## config.mk

```make
export PLATFORM = sky130hd
export DESIGN_NAME = seq_alu
export DESIGN_NICKNAME = d
export VERILOG_FILES = /design/src/rtl/alu_pkg.sv /design/src/rtl/seq_muldiv.sv /design/src/rtl/seq_alu.sv
export SDC_FILE = /design/constraint.sdc
export NUM_CORES = 1
export LEC_CHECK = 0
export ABC_AREA = 1
export ABC_CLOCK_PERIOD_IN_PS = 4900
export BUFFER_PORTS_ARGS = -buffer_cell sky130_fd_sc_hd__buf_2
export CORE_ASPECT_RATIO = 0.8
export CORE_MARGIN = 1.5
export CORE_UTILIZATION = 34
export DETAILED_ROUTE_END_ITERATION = 16
export PLACE_DENSITY = 0.52
export SLEW_MARGIN = 30
export SYNTH_ARGS = -nofsm -noshare
export SYNTH_HDL_FRONTEND = slang
export SYNTH_HIERARCHICAL = 1
export SYNTH_SLANG_ARGS = --single-unit
```

## constraint.sdc

```tcl
create_clock -name CLK -period 4.9 [get_ports CLK]
set_input_delay 0.245 -clock CLK [delete_from_list [all_inputs] [get_ports CLK]]
set_output_delay 0.245 -clock CLK [all_outputs]
set_load 0.02 [all_outputs]
```

## src/rtl/alu_pkg.sv

```systemverilog
// Shared opcode, FSM-state encodings and opcode-class helpers for the
// sequential ALU and its multiply/divide core.
package alu_pkg;

  localparam logic [3:0] OP_ADD   = 4'b0000;
  localparam logic [3:0] OP_SUB   = 4'b0001;
  localparam logic [3:0] OP_SLL   = 4'b0010;
  localparam logic [3:0] OP_OR    = 4'b0011;
  localparam logic [3:0] OP_AND   = 4'b0100;
  localparam logic [3:0] OP_SLTU  = 4'b0101;
  localparam logic [3:0] OP_SLT   = 4'b0110;
  localparam logic [3:0] OP_XOR   = 4'b0111;
  localparam logic [3:0] OP_MULT  = 4'b1000;
  localparam logic [3:0] OP_MULTU = 4'b1001;
  localparam logic [3:0] OP_DIV   = 4'b1010;
  localparam logic [3:0] OP_DIVU  = 4'b1011;

  localparam logic [1:0] ST_IDLE = 2'd0;
  localparam logic [1:0] ST_CALC = 2'd1;
  localparam logic [1:0] ST_FIN  = 2'd2;

  function automatic logic is_muldiv(input logic [3:0] op);
    return op[3:2] == 2'b10;
  endfunction

  function automatic logic is_div(input logic [3:0] op);
    return (op == OP_DIV) || (op == OP_DIVU);
  endfunction

  function automatic logic is_signed_md(input logic [3:0] op);
    return (op == OP_MULT) || (op == OP_DIV);
  endfunction

endpackage

```

## src/rtl/seq_muldiv.sv

```systemverilog
// Iterative one-bit-per-cycle shift-add multiplier / restoring divider working
// on operand magnitudes; the signed fix-up is folded into the final-cycle outputs.
module seq_muldiv
  import alu_pkg::*;
#(
  parameter int WIDTH = 32
) (
  input  logic             clk,
  input  logic             rst_n,
  input  logic             go_i,
  input  logic [3:0]       op_i,
  input  logic [WIDTH-1:0] a_i,
  input  logic [WIDTH-1:0] b_i,
  output logic             ready_o,
  output logic [WIDTH-1:0] hi_o,
  output logic [WIDTH-1:0] lo_o
);

  localparam int CW = $clog2(WIDTH);

  logic             run_q;
  logic             div_q;
  logic             neg_lo_q;
  logic             neg_hi_q;
  logic [CW-1:0]    cnt_q;
  logic [WIDTH-1:0] m_q;
  logic [WIDTH-1:0] hi_q;
  logic [WIDTH-1:0] lo_q;

  logic             a_neg, b_neg;
  logic [WIDTH-1:0] a_mag, b_mag;
  logic [WIDTH:0]   add_sum;
  logic [WIDTH:0]   shifted;
  logic [WIDTH-1:0] diff;
  logic [WIDTH-1:0] hi_n, lo_n;
  logic [2*WIDTH-1:0] prod;

  always_comb begin
    a_neg = is_signed_md(op_i) && a_i[WIDTH-1];
    b_neg = is_signed_md(op_i) && b_i[WIDTH-1];
    a_mag = a_neg ? -a_i : a_i;
    b_mag = b_neg ? -b_i : b_i;
  end

  // Multiply keeps the product in {hi,lo} with the multiplier draining out of lo;
  // divide keeps the partial remainder in hi and shifts quotient bits into lo.
  always_comb begin
    add_sum = {1'b0, hi_q} + (lo_q[0] ? {1'b0, m_q} : '0);
    shifted = {hi_q, lo_q[WIDTH-1]};
    diff    = shifted[WIDTH-1:0] - m_q;
    if (div_q) begin
      if (shifted >= {1'b0, m_q}) begin
        hi_n = diff;
        lo_n = {lo_q[WIDTH-2:0], 1'b1};
      end else begin
        hi_n = shifted[WIDTH-1:0];
        lo_n = {lo_q[WIDTH-2:0], 1'b0};
      end
    end else begin
      hi_n = add_sum[WIDTH:1];
      lo_n = {add_sum[0], lo_q[WIDTH-1:1]};
    end
    prod = neg_lo_q ? -{hi_n, lo_n} : {hi_n, lo_n};
  end

  assign ready_o = run_q && (cnt_q == CW'(WIDTH - 1));
  assign hi_o    = div_q ? (neg_hi_q ? -hi_n : hi_n) : prod[2*WIDTH-1:WIDTH];
  assign lo_o    = div_q ? (neg_lo_q ? -lo_n : lo_n) : prod[WIDTH-1:0];

  // NOTE: state registers use non-blocking assignments so every flop samples
  // the pre-edge value of its neighbours, independent of statement order.
  always_ff @(posedge clk or negedge rst_n) begin
    if (!rst_n) begin
      run_q    <= 1'b0;
      div_q    <= 1'b0;
      neg_lo_q <= 1'b0;
      neg_hi_q <= 1'b0;
      cnt_q    <= '0;
      m_q      <= '0;
      hi_q     <= '0;
      lo_q     <= '0;
    end else if (go_i) begin
      run_q    <= 1'b1;
      div_q    <= is_div(op_i);
      neg_lo_q <= a_neg ^ b_neg;
      neg_hi_q <= a_neg;
      cnt_q    <= '0;
      hi_q     <= '0;
      lo_q     <= is_div(op_i) ? a_mag : b_mag;
      m_q      <= is_div(op_i) ? b_mag : a_mag;
    end else if (run_q) begin
      hi_q  <= hi_n;
      lo_q  <= lo_n;
      cnt_q <= cnt_q + CW'(1);
      if (ready_o) run_q <= 1'b0;
    end
  end

endmodule

```

## src/rtl/seq_alu.sv

```systemverilog
// Multi-cycle registered ALU: single-cycle basic ops plus iterative mul/div
// behind a start/busy/done handshake for a stalling control FSM.
module seq_alu
  import alu_pkg::*;
#(
  parameter  int WIDTH = 32,
  localparam int SHW   = $clog2(WIDTH)
) (
  input  logic             CLK,
  input  logic             Reset,
  input  logic             start,
  input  logic [3:0]       ALUOp,
  input  logic [WIDTH-1:0] regA,
  input  logic [WIDTH-1:0] regB,
  output logic             busy,
  output logic             done,
  output logic [WIDTH-1:0] result,
  output logic [WIDTH-1:0] hi,
  output logic [WIDTH-1:0] lo,
  output logic             zero,
  output logic             sign,
  output logic             div_by_zero
);

  logic [1:0]       state_q, state_d;
  logic             done_q;
  logic [WIDTH-1:0] result_q, result_d;
  logic [WIDTH-1:0] hi_q, hi_d;
  logic [WIDTH-1:0] lo_q, lo_d;
  logic             dbz_q, dbz_d;
  logic [WIDTH-1:0] basic_res;
  logic             md_go, md_ready;
  logic [WIDTH-1:0] md_hi, md_lo;

  seq_muldiv #(.WIDTH(WIDTH)) u_muldiv (
    .clk    (CLK),
    .rst_n  (Reset),
    .go_i   (md_go),
    .op_i   (ALUOp),
    .a_i    (regA),
    .b_i    (regB),
    .ready_o(md_ready),
    .hi_o   (md_hi),
    .lo_o   (md_lo)
  );

  always_comb begin
    case (ALUOp)
      OP_ADD:  basic_res = regA + regB;
      OP_SUB:  basic_res = regA - regB;
      OP_SLL:  basic_res = regB << regA[SHW-1:0];
      OP_OR:   basic_res = regA | regB;
      OP_AND:  basic_res = regA & regB;
      OP_SLTU: basic_res = (regA < regB) ? WIDTH'(1) : '0;
      OP_SLT:  basic_res = ($signed(regA) < $signed(regB)) ? WIDTH'(1) : '0;
      OP_XOR:  basic_res = regA ^ regB;
      default: basic_res = '0;
    endcase
  end

  // NOTE: every always_comb output gets a hold-value default first, so no
  // path through the case statement can leave one unassigned and infer a latch.
  always_comb begin
    state_d  = state_q;
    result_d = result_q;
    hi_d     = hi_q;
    lo_d     = lo_q;
    dbz_d    = dbz_q;
    md_go    = 1'b0;
    case (state_q)
      ST_IDLE: begin
        if (start) begin
          dbz_d   = 1'b0;
          state_d = ST_FIN;
          if (!is_muldiv(ALUOp)) begin
            result_d = basic_res;
          end else if (is_div(ALUOp) && (regB == '0)) begin
            hi_d     = regA;
            lo_d     = '1;
            result_d = '1;
            dbz_d    = 1'b1;
          end else begin
            md_go   = 1'b1;
            state_d = ST_CALC;
          end
        end
      end
      ST_CALC: begin
        if (md_ready) begin
          hi_d     = md_hi;
          lo_d     = md_lo;
          result_d = md_lo;
          state_d  = ST_FIN;
        end
      end
      ST_FIN:  state_d = ST_IDLE;
      default: state_d = ST_IDLE;
    endcase
  end

  always_ff @(posedge CLK or negedge Reset) begin
    if (!Reset) begin
      state_q  <= ST_IDLE;
      done_q   <= 1'b0;
      result_q <= '0;
      hi_q     <= '0;
      lo_q     <= '0;
      dbz_q    <= 1'b0;
    end else begin
      state_q  <= state_d;
      done_q   <= (state_q == ST_FIN);
      result_q <= result_d;
      hi_q     <= hi_d;
      lo_q     <= lo_d;
      dbz_q    <= dbz_d;
    end
  end

  assign busy        = (state_q == ST_CALC);
  assign done        = done_q;
  assign result      = result_q;
  assign hi          = hi_q;
  assign lo          = lo_q;
  assign div_by_zero = dbz_q;
  assign zero        = (result_q == '0);
  assign sign        = result_q[WIDTH-1];

endmodule

```

==> impl_metrics.tcl, run 1 <==
set metrics [dict create \
    post-route-period-util_pct 92.7 \
    syn2layout_area_growth_pct 11.6 \
    finalWeightedCongestion 1.03 \
    syn_avg_cell_area_sq_um 5.81 \
    crit_arrival_ns 4.99 \
    sw_frac_of_total_pct 62.8 \
    design_power_total_w 0.0243 \
    p_leak_nw 16.5 \
    switching_power_total_w 0.0152 \
    fin_max_slew_vios 0 \
    top_sig_layer "met4" \
    globalRouteOverflowTotal 0 \
    htree_num_levels 1 \
    fp.coreArea_sq_um 80600 \
    yosys.area.top_type "sky130_fd_sc_hd__nand2_1" \
    filler_cell_count 9116 \
    synthTopCellsByArea "sky130_fd_sc_hd__nand2_1 (19%), sky130_fd_sc_hd__dfrtp_1 (18%), sky130_fd_sc_hd__inv_1 (10%), sky130_fd_sc_hd__nand3_1 (8.3%), sky130_fd_sc_hd__ha_1 (8.2%)" \
    critPathCaptureType "register" \
    timing.slew.headroom_pct 23.9 \
    critical_path.most_common_cell "sky130_fd_sc_hd__nand2_1" \
    horizontal_extent_of_the_die_microns 323 \
    worst-r2r-setup-slack_ns 0.36 \
    synth_top_area_share_pct 19.4 \
    asyncSetResetFlopFracSynth_pct 100 \
    drt-pass1-iter-count 8 \
    critPathLaunchType "register" \
    final-hold-violation-count 0 \
    endpoint "hi[21]" \
    skew_ns 0.0249 \
    worstPathRequired_ns 5.35 \
    clk_pin_slew_ns 0.06 \
    final.setup.worst_slack_ns 0.358 \
    ctsLongestPathBuffers 3 \
    fmaxAchievable_mhz 220 \
    wirelength_microns 157000 \
    global_route_wire_length_before_repair_microns 219000 \
    grt_antenna_before_repair 13 \
    placement.io_buffers 171 \
    drt-wirelength-per-cell_microns 26.1 \
    worstPathCellList "buf_12 > nand2_1 > inv_1 > ha_1 > a21oi_1 > inv_1 > o21ai_0 > nand3_1 > o21ai_0 > nand3_2 > buf_4 > nor2_2 > nand2_2 > nor2_2 > nor2_1 > nor2_2 > nand2_1 > nand2_1 > nand2_1 > nand2_1 > inv_1 > nand2_1 > o21a_1 > a21oi_2" \
    cts-root-buf "sky130_fd_sc_hd__clkbuf_16" \
    layout_commonest_cell "sky130_fd_sc_hd__nand2_1" \
    cap_viol_max_count 0 \
    initialDrtViolationCount 4808 \
    worstRegToRegCells 24 \
    synthesis.yosys.warnings 6 \
    critical_path.slowest_cell "sky130_fd_sc_hd__dfrtp_1" \
    power_density_relative_to_cell_area_nw_per_um2 783 \
    synth_area_sq_um 27800 \
    cp.buffers_inverters 5 \
    drt_drc_violations_left 0 \
    estimated_wirelength_of_the_detail_placed_design_microns 131000 \
    clock_power_share_pct 7.7 \
    die-area_sq_um 83400 \
    dp_cells 5988 \
    die_height_microns 259 \
    dpl_worst_slack_ns 0.499 \
    tritoncts.num_buffers 25 \
    status "finished, final reports clean" \
    seq_area_frac_synth_pct 18.5 \
    largest_net_degree_at_the_start_of_global_routing 116 \
    fin_cells 6033 \
    crit-reg2reg-launch "u_muldiv/lo_q[0]" \
    ant_nets 0 \
    worst_setup_path_startpoint "u_muldiv/lo_q[0]" \
    combinational_fraction_of_design_power_pct 78.9 \
    worstSetupPathType "reg2reg" \
    intPower_w 0.00903 \
    worst_case_vdd_ir_drop_mv 0.419 \
    min_delay_path_class "in2reg" \
    routed_via_density 5.55 \
    final_period_minus_worst_setup_slack_ns 4.54 \
    reg2reg_to "hi[21]" \
    edff_count_synth 0 \
    tritoncts_clock_tree "built" \
    clock_latency_ns 0.60 \
    placementRows 93 \
    vias 33500 \
    seq_power_share_pct 13.3 \
    dpl_cell_area_sq_um 30200 \
    netlist_instances 4784 \
    ioPinCount 172 \
    synth.net_count 5042 \
    timing.final.setup_violations 0 \
    dr_wl_met2_microns 58700 \
    first_global_vias 29400 \
    path_delay_family "simple AND/OR/NAND/NOR gates" \
    drive_above_1_share_pct 10.6 \
    ys_dominant_reg_cell "sky130_fd_sc_hd__dfrtp_1" \
    synth.ff_latch_count 205 \
    layout_common_cells "sky130_fd_sc_hd__nand2_1 (1436), sky130_fd_sc_hd__inv_1 (752), sky130_fd_sc_hd__nor2_1 (493)" \
    max_slew.worst_pin.slew_ns 1.13 \
    num-nets-final 5184 \
    met1_length_microns 75100 \
    max_stage_delay_ns 0.42 \
    groute.usage.overall_pct 36.6 \
    tritoncts_num_sinks 205 \
    critical_path_depth 24 \
    crit_path_max_fanout 21 \
    final_design_area_no_fill_sq_um 31000 \
    dr_wl_met3_microns 21200 \
    netlist-cell-type-count 62 \
    final.hold.worst_slack_ns 0.126 \
    initial_core_util_pct 34.4 \
]
metal layers:
| metal | GRT usage, % | vias up |
|---|---|---|
| met2 | 47.8 | 1915 |
| met1 | 57.7 | 15800 |
| met3 | 11.4 | 129 |
| met5 | 0 | - |
| li1 | - | 15600 |
| met4 | 5.48 | 0 |
synthesized netlist by cell type, drive strengths merged, types with 49 or more instances:
library cell,instances
nor3,49
nand4,77
inv,768
nor2,542
clkbuf,90
o22ai,57
dfrtp,205
a21oi,233
buf,85
nand2,1453
o21ai,189
ha,183
nand3,473
xor2,75
power by group through the flow:
stage / clock, W / sequential [W] / combinational, W
global route: 0.00196 / 0.00331 / 0.0204
global placement: 0 / 0.00322 / 0.0185
CTS: 0.00190 / 0.00321 / 0.0184
finish: 0.00188 / 0.00323 / 0.0192
detailed placement: 0 / 0.00323 / 0.0183
floorplan: 0 / 0.00342 / 0.0103
registers in the layout, summed over array words and instances (netlist names):
register and count:
div_by_zero 1, u_muldiv/run_q 1, u_muldiv/div_q 1, result 32
done 1, u_muldiv/lo_q 32, u_muldiv/neg_hi_q 1, u_muldiv/m_q 32
state_q 2, u_muldiv/cnt_q 5, u_muldiv/hi_q 32, hi 32
u_muldiv/neg_lo_q 1, lo 32
cell type report:
cell class              instances  area, sq um  area share [%]
clock buffers                  31          688            2.22
multi-input cells            3631        18900            61.1
inverters                     773         2900            9.36
clock inverters                10         82.6           0.267
diodes                          1         2.50         0.00808
well taps                    1092         1370            4.41
flip-flops and latches        205         5130            16.6
repair buffers                290         1880            6.06
tightest hold or removal path: stages:
cell and delay [ns]:
sky130_fd_sc_hd__buf_2 0.20, sky130_fd_sc_hd__nand2_1 0.12, sky130_fd_sc_hd__a31oi_1 0.09
how the worst min path moves through the flow:
stage / start / depth (start not counted) / slack [ns] / end
2_1_floorplan: Reset / 0 / -0.05 / div_by_zero
4_1_cts: regB[0] / 3 / 0.09 / u_muldiv/lo_q[0]
3_5_place_dp: Reset / 1 / 0.37 / u_muldiv/hi_q[6]
3_3_place_gp: Reset / 1 / 0.36 / u_muldiv/m_q[7]
6_report: regB[0] / 3 / 0.13 / u_muldiv/lo_q[0]
5_1_grt: regB[0] / 3 / 0.11 / u_muldiv/lo_q[0]
stage by stage:
stage	TNS (ns)	utilization, %
2_1_floorplan	0	-
3_3_place_gp	0	37.4
3_5_place_dp	0	37.4
4_1_cts	0	38.4
5_1_grt	-0.00766	38.4
6_report	0	38.4
kinds of logic after synthesis:
group,count (synthesis),share of synthesized area (%)
DFF,205,18.5
xor gates and xnor gates,112,3.53
AOI/OAI and AO/OA,654,14.7
and+or+nand+nor,2674,41.1
muxes,4,0.144
adders and majority gates,187,8.53
buffers and inverters,948,13.6
repair_timing:
item / CTS / global route
setup buffers: 0 / 1
setup endpoints to repair: 0 / 9
hold buffers: 2 / 0
hold endpoints to repair: 91 / 0
gates resized for setup: 0 / 7
(Power assumes the default switching activity.)
==> run 2: changes to the inputs <==
--- a/config.mk
+++ b/config.mk
@@ -8,11 +8,11 @@
 export ABC_AREA = 1
 export ABC_CLOCK_PERIOD_IN_PS = 4900
 export BUFFER_PORTS_ARGS = -buffer_cell sky130_fd_sc_hd__buf_2
+export CAP_MARGIN = 0
 export CORE_ASPECT_RATIO = 0.8
 export CORE_MARGIN = 1.5
 export CORE_UTILIZATION = 34
 export DETAILED_ROUTE_END_ITERATION = 16
-export PLACE_DENSITY = 0.52
 export SLEW_MARGIN = 30
 export SYNTH_ARGS = -nofsm -noshare
 export SYNTH_HDL_FRONTEND = slang
==> impl_metrics.tcl, run 2 (same netlist as run 1, synthesis figures left out) <==
set metrics [dict create \
    status "finished, final reports clean" \
    layout_commonest_cell "sky130_fd_sc_hd__nand2_1" \
    max_stage_delay_ns 0.54 \
    estimated_wirelength_of_the_detail_placed_design_microns 122000 \
    final.hold.worst_slack_ns 0.0895 \
    syn2layout_area_growth_pct 10.6 \
    grt_antenna_before_repair 9 \
    routed_via_density 5.55 \
    fp.coreArea_sq_um 80600 \
    wirelength_microns 148000 \
    skew_ns 0.0477 \
    grtUsageMet3_pct 14.7 \
    critPathCaptureType "register" \
    max_slew.worst_pin.slew_ns 1.16 \
    num-nets-final 5144 \
    setup_repair_after_global_routing_missed_its_margin "no" \
    initialDrtViolationCount 4789 \
    htree_num_levels 1 \
    worst-r2r-setup-slack_ns 0.20 \
    globalRouteOverflowTotal 0 \
    clock_latency_ns 0.60 \
    filler_cell_count 9046 \
    post-route-period-util_pct 95.9 \
    setup-tns-final_ns 0 \
    die_height_microns 259 \
    cp.buffers_inverters 2 \
    largest_net_degree_at_the_start_of_global_routing 113 \
    clk_pin_slew_ns 0.07 \
    placement.io_buffers 171 \
    drive_above_1_share_pct 9.87 \
    final_period_minus_worst_setup_slack_ns 4.70 \
    p_leak_nw 16.3 \
    drt_drc_violations_left 0 \
    horizontal_extent_of_the_die_microns 323 \
    worstRegToRegCells 25 \
    placementRows 93 \
    cts-root-buf "sky130_fd_sc_hd__clkbuf_16" \
    groute.usage.overall_pct 34.3 \
    fmaxAchievable_mhz 213 \
    finalWeightedCongestion 1.10 \
    first_global_vias 29300 \
    holdCritStartpoint "regB[0]" \
    min_delay_worst_endpoint "u_muldiv/lo_q[0]" \
    critical_path.slowest_cell "sky130_fd_sc_hd__dfrtp_1" \
    globalRouteMet1Util_pct 50.6 \
    postCtsSetupBuffers 0 \
    vias 33300 \
    initial_core_util_pct 34.4 \
    tritoncts.num_buffers 25 \
    min_delay_path_class "in2reg" \
    worstSetupPathType "reg2reg" \
    reg2reg_to "hi[16]" \
    ctsLongestPathBuffers 3 \
    die-area_sq_um 83400 \
    worstPathRequired_ns 5.36 \
    min_delay_path_depth 3 \
    worst_case_vdd_ir_drop_mv 0.339 \
    cap_viol_max_count 0 \
    layout_common_cells "sky130_fd_sc_hd__nand2_1 (1438), sky130_fd_sc_hd__inv_1 (751), sky130_fd_sc_hd__nor2_1 (493)" \
    crit-reg2reg-launch "u_muldiv/m_q[0]" \
    timing.final.setup_violations 0 \
    tritoncts_clock_tree "built" \
    drt-wirelength-per-cell_microns 24.6 \
    ioPinCount 172 \
    grt_busiest_layer "met1" \
    tritoncts_num_sinks 205 \
    fin_max_slew_vios 0 \
    seqCellArea_sq_um 5130 \
    drt-pass1-iter-count 8 \
    path_delay_family "simple AND/OR/NAND/NOR gates" \
    power_density_relative_to_cell_area_nw_per_um2 765 \
    global_route_wire_length_before_repair_microns 208000 \
    crit_path_max_fanout 5 \
    critPathLaunchType "register" \
    use_met2_pct 44.8 \
    final-hold-violation-count 0 \
    crit_arrival_ns 5.16 \
    multi_input_area_sq_um 18900 \
    timing.slew.headroom_pct 22.1 \
    critical_path.most_common_cell "sky130_fd_sc_hd__nand2_1" \
    ant_nets 0 \
]
[run 2: worst max path at each step]
stage | to | start | slack [ns] | cells past startpoint
finish | hi[16] | u_muldiv/m_q[0] | 0.20 | 25
global route | hi[24] | u_muldiv/hi_q[10] | 0.002 | 30
CTS | hi[24] | u_muldiv/hi_q[4] | 0.30 | 30
detailed placement | hi[24] | u_muldiv/hi_q[4] | 0.29 | 30
global placement | hi[24] | u_muldiv/hi_q[4] | 0.24 | 30
floorplan | hi[20] | u_muldiv/hi_q[7] | 1.23 | 35
[run 2: layout make-up]
type                    instances  area share (%)
multi-input cells            3631            61.7
flip-flops and latches        205            16.7
inverters                     773            9.45
repair buffers                250            4.93
well taps                    1092            4.45
clock buffers                  34            2.28
clock inverters                12           0.489
diodes                          4          0.0326
[run 2: through the flow]
step	std cells	instance area, sq um	power [W]	worst slack, ns	util, %
2_1_floorplan	4784	27800	0.0138	1.23	-
3_3_place_gp	5949	29800	0.0207	0.243	37.0
3_5_place_dp	5949	29800	0.0206	0.289	37.0
4_1_cts	5997	30700	0.0227	0.296	38.0
5_1_grt	5999	30700	0.0248	0.00155	38.1
6_report	6001	30700	0.0235	0.202	38.1
[run 2: power breakdown]
group | leakage, nW | switching [W] | total (W) | internal [W]
combinational | 13.5 | 0.0131 | 0.0182 | 0.00507
sequential | 2.39 | 0.000773 | 0.00329 | 0.00252
clock | 0.408 | 0.000873 | 0.00200 | 0.00112
total | 16.3 | 0.0148 | 0.0235 | 0.00871
[run 2: timing repair]
item / in CTS / in global routing
setup endpoints to repair: 0 / 7
gates resized for setup: 0 / 4
hold endpoints to repair: 94 / 0
hold buffers: 2 / 0
[run 2: metal layers]
| layer | part of all wire [%] | vias to the layer above | wire, microns |
|---|---|---|---|
| li1 | - | 15500 | - |
| met1 | 45 | 15700 | 65900 |
| met2 | 37 | 1976 | 55300 |
| met3 | 15 | 189 | 22900 |
| met4 | 2.4 | 6 | 3480 |
| met5 | 0.023 | - | 34 |
[run 2: worst register-to-register path, delay by kind of cell, from the launching register on]
kind | cells | cell delay (ns)
flops | 1 | 0.54
compound gates | 3 | 0.43
fa+ha+maj | 2 | 0.90
xor+xnor | 1 | 0.20
simple gates | 17 | 2.36
buf+inv | 2 | 0.20
